$ cat config.mk
export PLATFORM = sky130hd
export DESIGN_NAME = ripple_add_sequencer
export DESIGN_NICKNAME = d
export VERILOG_FILES = /design/src/rtl/ripple_add_sequencer_pkg.sv /design/src/rtl/ripple_add_sequencer_ripple_carryadder.sv /design/src/rtl/ripple_add_sequencer.sv
export SDC_FILE = /design/constraint.sdc
export NUM_CORES = 1
export LEC_CHECK = 0
export BUFFER_PORTS_ARGS = -buffer_cell sky130_fd_sc_hd__buf_2
export CORE_MARGIN = 10
export CORE_UTILIZATION = 53
export CTS_BUF_LIST = sky130_fd_sc_hd__clkbuf_4 sky130_fd_sc_hd__clkbuf_8
export DETAILED_ROUTE_END_ITERATION = 16
export GPL_ROUTABILITY_DRIVEN = 1
export PLACE_DENSITY_LB_ADDON = 0.05
export RECOVER_POWER = 25
export SYNTH_ARGS = -nofsm -noshare
export SYNTH_HDL_FRONTEND = slang
export SYNTH_SLANG_ARGS = --single-unit
$ cat constraint.sdc
create_clock -name clk -period 3.85 [get_ports clk]
set_input_delay 0.77 -clock clk [delete_from_list [all_inputs] [get_ports clk]]
set_output_delay 0.77 -clock clk [all_outputs]
set_load 0.01 [all_outputs]
$ cat src/rtl/ripple_add_sequencer_pkg.sv
// ---------------------------------------------------------------------------
// ripple_add_sequencer_pkg
// Shared definitions for the nibble-serial adder/subtractor:
//   - state_t : sequencer FSM encoding (IDLE / RUN / DONE), 2 bits
//   - SLICE_W : width of the ripple-carry datapath slice (4 bits)
//   - ovf_of  : signed-overflow rule applied to the final slice
// ---------------------------------------------------------------------------
package ripple_add_sequencer_pkg;

  localparam int SLICE_W = 4;

  typedef enum logic [1:0] {
    ST_IDLE = 2'd0,
    ST_RUN  = 2'd1,
    ST_DONE = 2'd2
  } state_t;

  // Two's-complement overflow: both operands share a sign and the result
  // sign differs from it. b_msb is the sign of the (possibly inverted) B.
  function automatic logic ovf_of(input logic a_msb,
                                  input logic b_msb,
                                  input logic r_msb);
    return (a_msb == b_msb) && (r_msb != a_msb);
  endfunction

endpackage

$ cat src/rtl/ripple_add_sequencer_ripple_carryadder.sv
// ---------------------------------------------------------------------------
// ripple_carryadder
// Purely combinational 4-bit ripple-carry adder slice.
// Ports:
//   a, b  [3:0] in  : addends
//   cin         in  : carry into bit 0
//   s     [3:0] out : a + b + cin (low 4 bits)
//   cout        out : carry out of bit 3
// ---------------------------------------------------------------------------
module ripple_carryadder
  import ripple_add_sequencer_pkg::*;
(
  input  logic [SLICE_W-1:0] a,
  input  logic [SLICE_W-1:0] b,
  input  logic               cin,
  output logic [SLICE_W-1:0] s,
  output logic               cout
);

  logic [SLICE_W:0] c;

  assign c[0] = cin;

  for (genvar i = 0; i < SLICE_W; i++) begin : g_fa
    assign s[i]   = a[i] ^ b[i] ^ c[i];
    assign c[i+1] = (a[i] & b[i]) | (a[i] & c[i]) | (b[i] & c[i]);
  end

  assign cout = c[SLICE_W];

endmodule

$ cat src/rtl/ripple_add_sequencer.sv
// ---------------------------------------------------------------------------
// ripple_add_sequencer
// Multi-cycle WIDTH-bit adder/subtractor built on one 4-bit ripple slice.
// Operands are captured through a valid/ready handshake, processed one
// nibble per cycle (LSB first) with the carry held in a register, and the
// assembled result is offered through a valid/ready output handshake.
// Ports:
//   clk, rst          : clock, asynchronous active-high reset
//   in_valid/in_ready : operand handshake (in_ready high only in IDLE)
//   a, b [WIDTH-1:0]  : operands, sampled only at the capture edge
//   cin               : carry-in for add; ignored when sub=1
//   sub               : 1 computes a-b
//   out_valid/out_ready : result handshake (out_valid high only in DONE)
//   sum [WIDTH-1:0]   : result, stable while out_valid=1
//   cout              : carry out of MSB (subtract: 1 = no borrow)
//   ovf               : signed overflow
// ---------------------------------------------------------------------------
module ripple_add_sequencer
  import ripple_add_sequencer_pkg::*;
#(
  parameter int WIDTH = 16
) (
  input  logic             clk,
  input  logic             rst,
  input  logic             in_valid,
  output logic             in_ready,
  input  logic [WIDTH-1:0] a,
  input  logic [WIDTH-1:0] b,
  input  logic             cin,
  input  logic             sub,
  output logic             out_valid,
  input  logic             out_ready,
  output logic [WIDTH-1:0] sum,
  output logic             cout,
  output logic             ovf
);

  localparam int NSLICES = WIDTH / SLICE_W;
  localparam int IDX_W   = (NSLICES > 1) ? $clog2(NSLICES) : 1;
  localparam logic [IDX_W-1:0] LAST_IDX = IDX_W'(NSLICES - 1);

  if ((WIDTH % SLICE_W) != 0 || WIDTH < SLICE_W) begin : g_bad_width
    $error("ripple_add_sequencer: WIDTH must be a positive multiple of 4");
  end

  state_t                  state;
  logic [IDX_W-1:0]        idx;
  logic                    carry;
  logic signed [WIDTH-1:0] a_r;
  logic signed [WIDTH-1:0] b_r;
  logic                    a_msb;
  logic                    b_msb;
  logic [WIDTH-1:0]        sum_r;
  logic                    cout_r;
  logic                    ovf_r;
  logic                    in_ready_r;
  logic                    out_valid_r;

  logic signed [WIDTH-1:0] b_eff;
  logic [SLICE_W-1:0]      nib_a;
  logic [SLICE_W-1:0]      nib_b;
  logic [SLICE_W-1:0]      slice_s;
  logic                    slice_co;
  logic                    last;

  // Subtraction is a + ~b + 1; the +1 enters through the carry register.
  assign b_eff = sub ? signed'(~b) : signed'(b);

  assign nib_a = a_r[int'(idx) * SLICE_W +: SLICE_W];
  assign nib_b = b_r[int'(idx) * SLICE_W +: SLICE_W];
  assign last  = (idx == LAST_IDX);

  ripple_carryadder u_slice (
    .a    (nib_a),
    .b    (nib_b),
    .cin  (carry),
    .s    (slice_s),
    .cout (slice_co)
  );

  always_ff @(posedge clk or posedge rst) begin
    if (rst) begin
      state       <= ST_IDLE;
      idx         <= '0;
      carry       <= 1'b0;
      a_r         <= '0;
      b_r         <= '0;
      a_msb       <= 1'b0;
      b_msb       <= 1'b0;
      sum_r       <= '0;
      cout_r      <= 1'b0;
      ovf_r       <= 1'b0;
      in_ready_r  <= 1'b1;
      out_valid_r <= 1'b0;
    end else begin
      case (state)
        // Capture stage: latch operands, effective B and initial carry
        ST_IDLE: begin
          if (in_valid) begin
            a_r        <= signed'(a);
            b_r        <= b_eff;
            carry      <= sub ? 1'b1 : cin;
            a_msb      <= a[WIDTH-1];
            b_msb      <= b_eff[WIDTH-1];
            sum_r      <= '0;
            idx        <= '0;
            in_ready_r <= 1'b0;
            state      <= ST_RUN;
          end
        end

        // Slice stage: one nibble per cycle, carry chained through register
        ST_RUN: begin
          sum_r[int'(idx) * SLICE_W +: SLICE_W] <= slice_s;
          carry <= slice_co;
          if (last) begin
            idx         <= '0;
            cout_r      <= slice_co;
            ovf_r       <= ovf_of(a_msb, b_msb, slice_s[SLICE_W-1]);
            out_valid_r <= 1'b1;
            state       <= ST_DONE;
          end else begin
            idx <= idx + 1'b1;
          end
        end

        // Output stage: hold result until the consumer takes it
        ST_DONE: begin
          if (out_ready) begin
            out_valid_r <= 1'b0;
            in_ready_r  <= 1'b1;
            state       <= ST_IDLE;
          end
        end

        default: begin
          state       <= ST_IDLE;
          idx         <= '0;
          out_valid_r <= 1'b0;
          in_ready_r  <= 1'b1;
        end
      endcase
    end
  end

  assign in_ready  = in_ready_r;
  assign out_valid = out_valid_r;
  assign sum       = sum_r;
  assign cout      = cout_r;
  assign ovf       = ovf_r;

endmodule
==> qor.yml <==
outcome:
  violations: "capacitance limit, slew limit"
  status: "finished, violations left"
synthesis:
  synthFlopType: "dfrtp_1"
  synthesis.area_um2: 2740
  synthDistinctLibCells: 33
  synth_warnings: 0
  synthTopCellsByArea: "dfrtp_1 51%, mux2_2 7.4%, mux4_2 6.6%"
  yosys.area.top_type: "dfrtp_1"
  synth-seq-area-share: 0.521
  async_flop_share: 1.00
  synth_fp_nets: 268
  postSynthAreaPerCell_um2: 12.3
  synth_top_cell_area_share: 0.512
  synth_common_cells: "56 x dfrtp_1, 20 x nor2_1, 18 x mux2_2, 17 x a21oi_1, 16 x xnor2_1"
  syn_inst: 222
  ys_ff_latch: 57
  post-synth-top-count-cell: "dfrtp_1"
  synth_edf_count: 0
setup_path:
  worstReg2RegStart: "idx[0]"
  cp-end-kind: "flip-flop"
  start_kind: "flip-flop"
  worstPathArrival_ns: 3.36
  cp_max_fo: 7
  worstSetupPathType: "reg2reg"
  cp-startpoint: "idx[0]"
  cp.required_ns: 4.06
power_and_ir_drop:
  clkPwrFrac: 0.167
  netSwitchingFraction: 0.388
  switching_power_mw: 1.14
  powerDensity_nw_per_um2: 904
  intPower_mw: 1.80
  sequentialPowerShare: 0.364
  combPwrFrac: 0.469
  ir_worst_vdd_uv: 529
  p_leak_nw: 1.50
floorplanning:
  die_w_um: 91.9
  io_pins: 58
  initial_utilization: 0.540
  num_rows: 26
  coreArea_um2: 5070
  die-area_um2: 8440
  die_h_um: 91.9
layout:
  antenna_cells: 0
  nFillCells: 428
  drive_above_1_share: 0.359
  nets: 327
  final_cell_count_no_fill: 354
  multi_input_area_um2: 1230
  fin_area_um2: 3260
  area_growth_pct: 18.9
  register_area_um2: 1430
clock_tree:
  postCtsSetupRepairBufs: 0
  clkTransAtPathRegs_ns: 0.06
  tritoncts.num_buffers: 9
  cts_tree: "yes"
  cts_root_buffer: "clkbuf_8"
  clk_latency_ns: 0.33
  htree_levels: 3
  cts_sinks: 57
  ctsResizeCount: 0
  cts.path.max_buffers: 2
  hold_buffers: 0
drt:
  drtPass1Iterations: 4
  vias: 1883
  ant_nets: 0
  drc: 0
  routedWlPerCell_um: 16.4
  via_per_inst: 5.32
  drt_iter0_drc: 59
  wl_um: 5790
sta:
  rsz0062_at_grt: "no"
  drv_slew: 1
  holdWs_ns: 0.483
  setup_violations: 0
  fin_crit_ns: 3.15
  finalSetupTns_ns: 0
  fmax_mhz: 318
  finalHoldViolCount: 0
  slew-limit-headroom: -0.000629
  fin_skew_ns: 0.00538
  tightestPinTransition_ns: 1.50
  period_share: 0.817
place:
  dp_hpwl_um: 4320
  gp_congestion: 0.746
  place_area_um2: 3080
  dp_cells: 340
  port_buffers: 57
global_route:
  grt-ovfl-total: 0
  track_usage: 0.151
  grt_pass1_wl_um: 10100
  grt_max_degree: 52
  grt_pass1_vias: 2118
  antenna_found_initial: 0
hold_path:
  hold_path.class: "reg2reg"
  worstHoldStart: "sum[1]"
run:
  drv_cap: 1
-- area by class of cell --
cell class | count | area share
sequential | 57 | 0.438
multi-input combinational | 144 | 0.376
tap | 70 | 0.0269
clock buffer | 14 | 0.0534
inverter | 9 | 0.0104
timing repair buffer | 60 | 0.0945
-- worst max-delay path: stages, from the launching register on --
cell and delay, ns:
dfrtp_1 0.56, mux4_2 0.59, fa_1 0.39, inv_1 0.07
fa_1 0.18, fa_1 0.17, inv_1 0.06, fa_1 0.56
nand2b_1 0.12, o22ai_1 0.07, mux2_2 0.26
-- path summary, 6_finish.rpt --
check / endpoint / slack (ns) / depth (start not counted)
worst min register to register: sum[1] / 0.48 / 1
worst max register to register: ovf / 0.70 / 10
max in group asynchronous: in_ready / 1.92 / 3
worst max-delay path: ovf / 0.70 / 10
min in group asynchronous: a_r[11] / 0.88 / 2
worst min-delay path: sum[1] / 0.48 / 1
-- cell families (layout without fill, tap and decap cells) --
| group | count (synthesis) | in the layout | synth area share |
|---|---|---|---|
| xor gates and xnor gates | 16 | 16 | 0.0512 |
| adders and majority gates | 8 | 8 | 0.0475 |
| and+or+nand+nor | 48 | 48 | 0.0909 |
| muxes | 26 | 26 | 0.140 |
| DFF | 57 | 57 | 0.521 |
| buffers and inverters | 21 | 83 | 0.0333 |
| AOI/OAI and AO/OA | 46 | 46 | 0.116 |
-- placed cells by master, fill, tap and decap left out, drive strengths merged, types with 4 or more instances in the layout --
| cell | n |
|---|---|
| ha | 4 |
| nor2 | 20 |
| buf | 60 |
| a22o | 8 |
| nand2b | 4 |
| o2bb2ai | 8 |
| nand2 | 10 |
| xnor2 | 16 |
| a21o | 4 |
| clkbuf | 14 |
| fa | 4 |
| inv | 9 |
| mux4 | 8 |
| a21oi | 17 |
| dfrtp | 56 |
| mux2 | 18 |
-- layer usage --
layer | track usage | wire length [um]
met5 | 0 | 0
met4 | 0.0501 | 80
met3 | 0.0636 | 351
met2 | 0.249 | 2930
met1 | 0.172 | 2430
-- state kept, by name (all words and copies together) (netlist names) --
register and cells:
state 2, idx 2, a_r 16, ovf 1
b_r 16, sum 16, out_valid 1, cout 1
in_ready 1, carry 1
-- stage by stage --
step           setup WS [ns]   util  power, mW
2_1_floorplan          0.807      -       2.04
3_3_place_gp           0.784  0.607       2.45
3_5_place_dp           0.645  0.607       2.49
4_1_cts                0.654  0.642       2.99
5_1_grt                0.479  0.642       3.20
6_report               0.703  0.642       2.94
-- power by group through the flow --
stage / Clock (mW) / Sequential (mW) / Combinational, mW
2_1_floorplan: 0 / 1.00 / 1.04
3_3_place_gp: 0 / 1.08 / 1.37
3_5_place_dp: 0 / 1.08 / 1.40
4_1_cts: 0.506 / 1.08 / 1.41
5_1_grt: 0.543 / 1.11 / 1.54
6_report: 0.492 / 1.07 / 1.38
(Power assumes the default switching activity.)
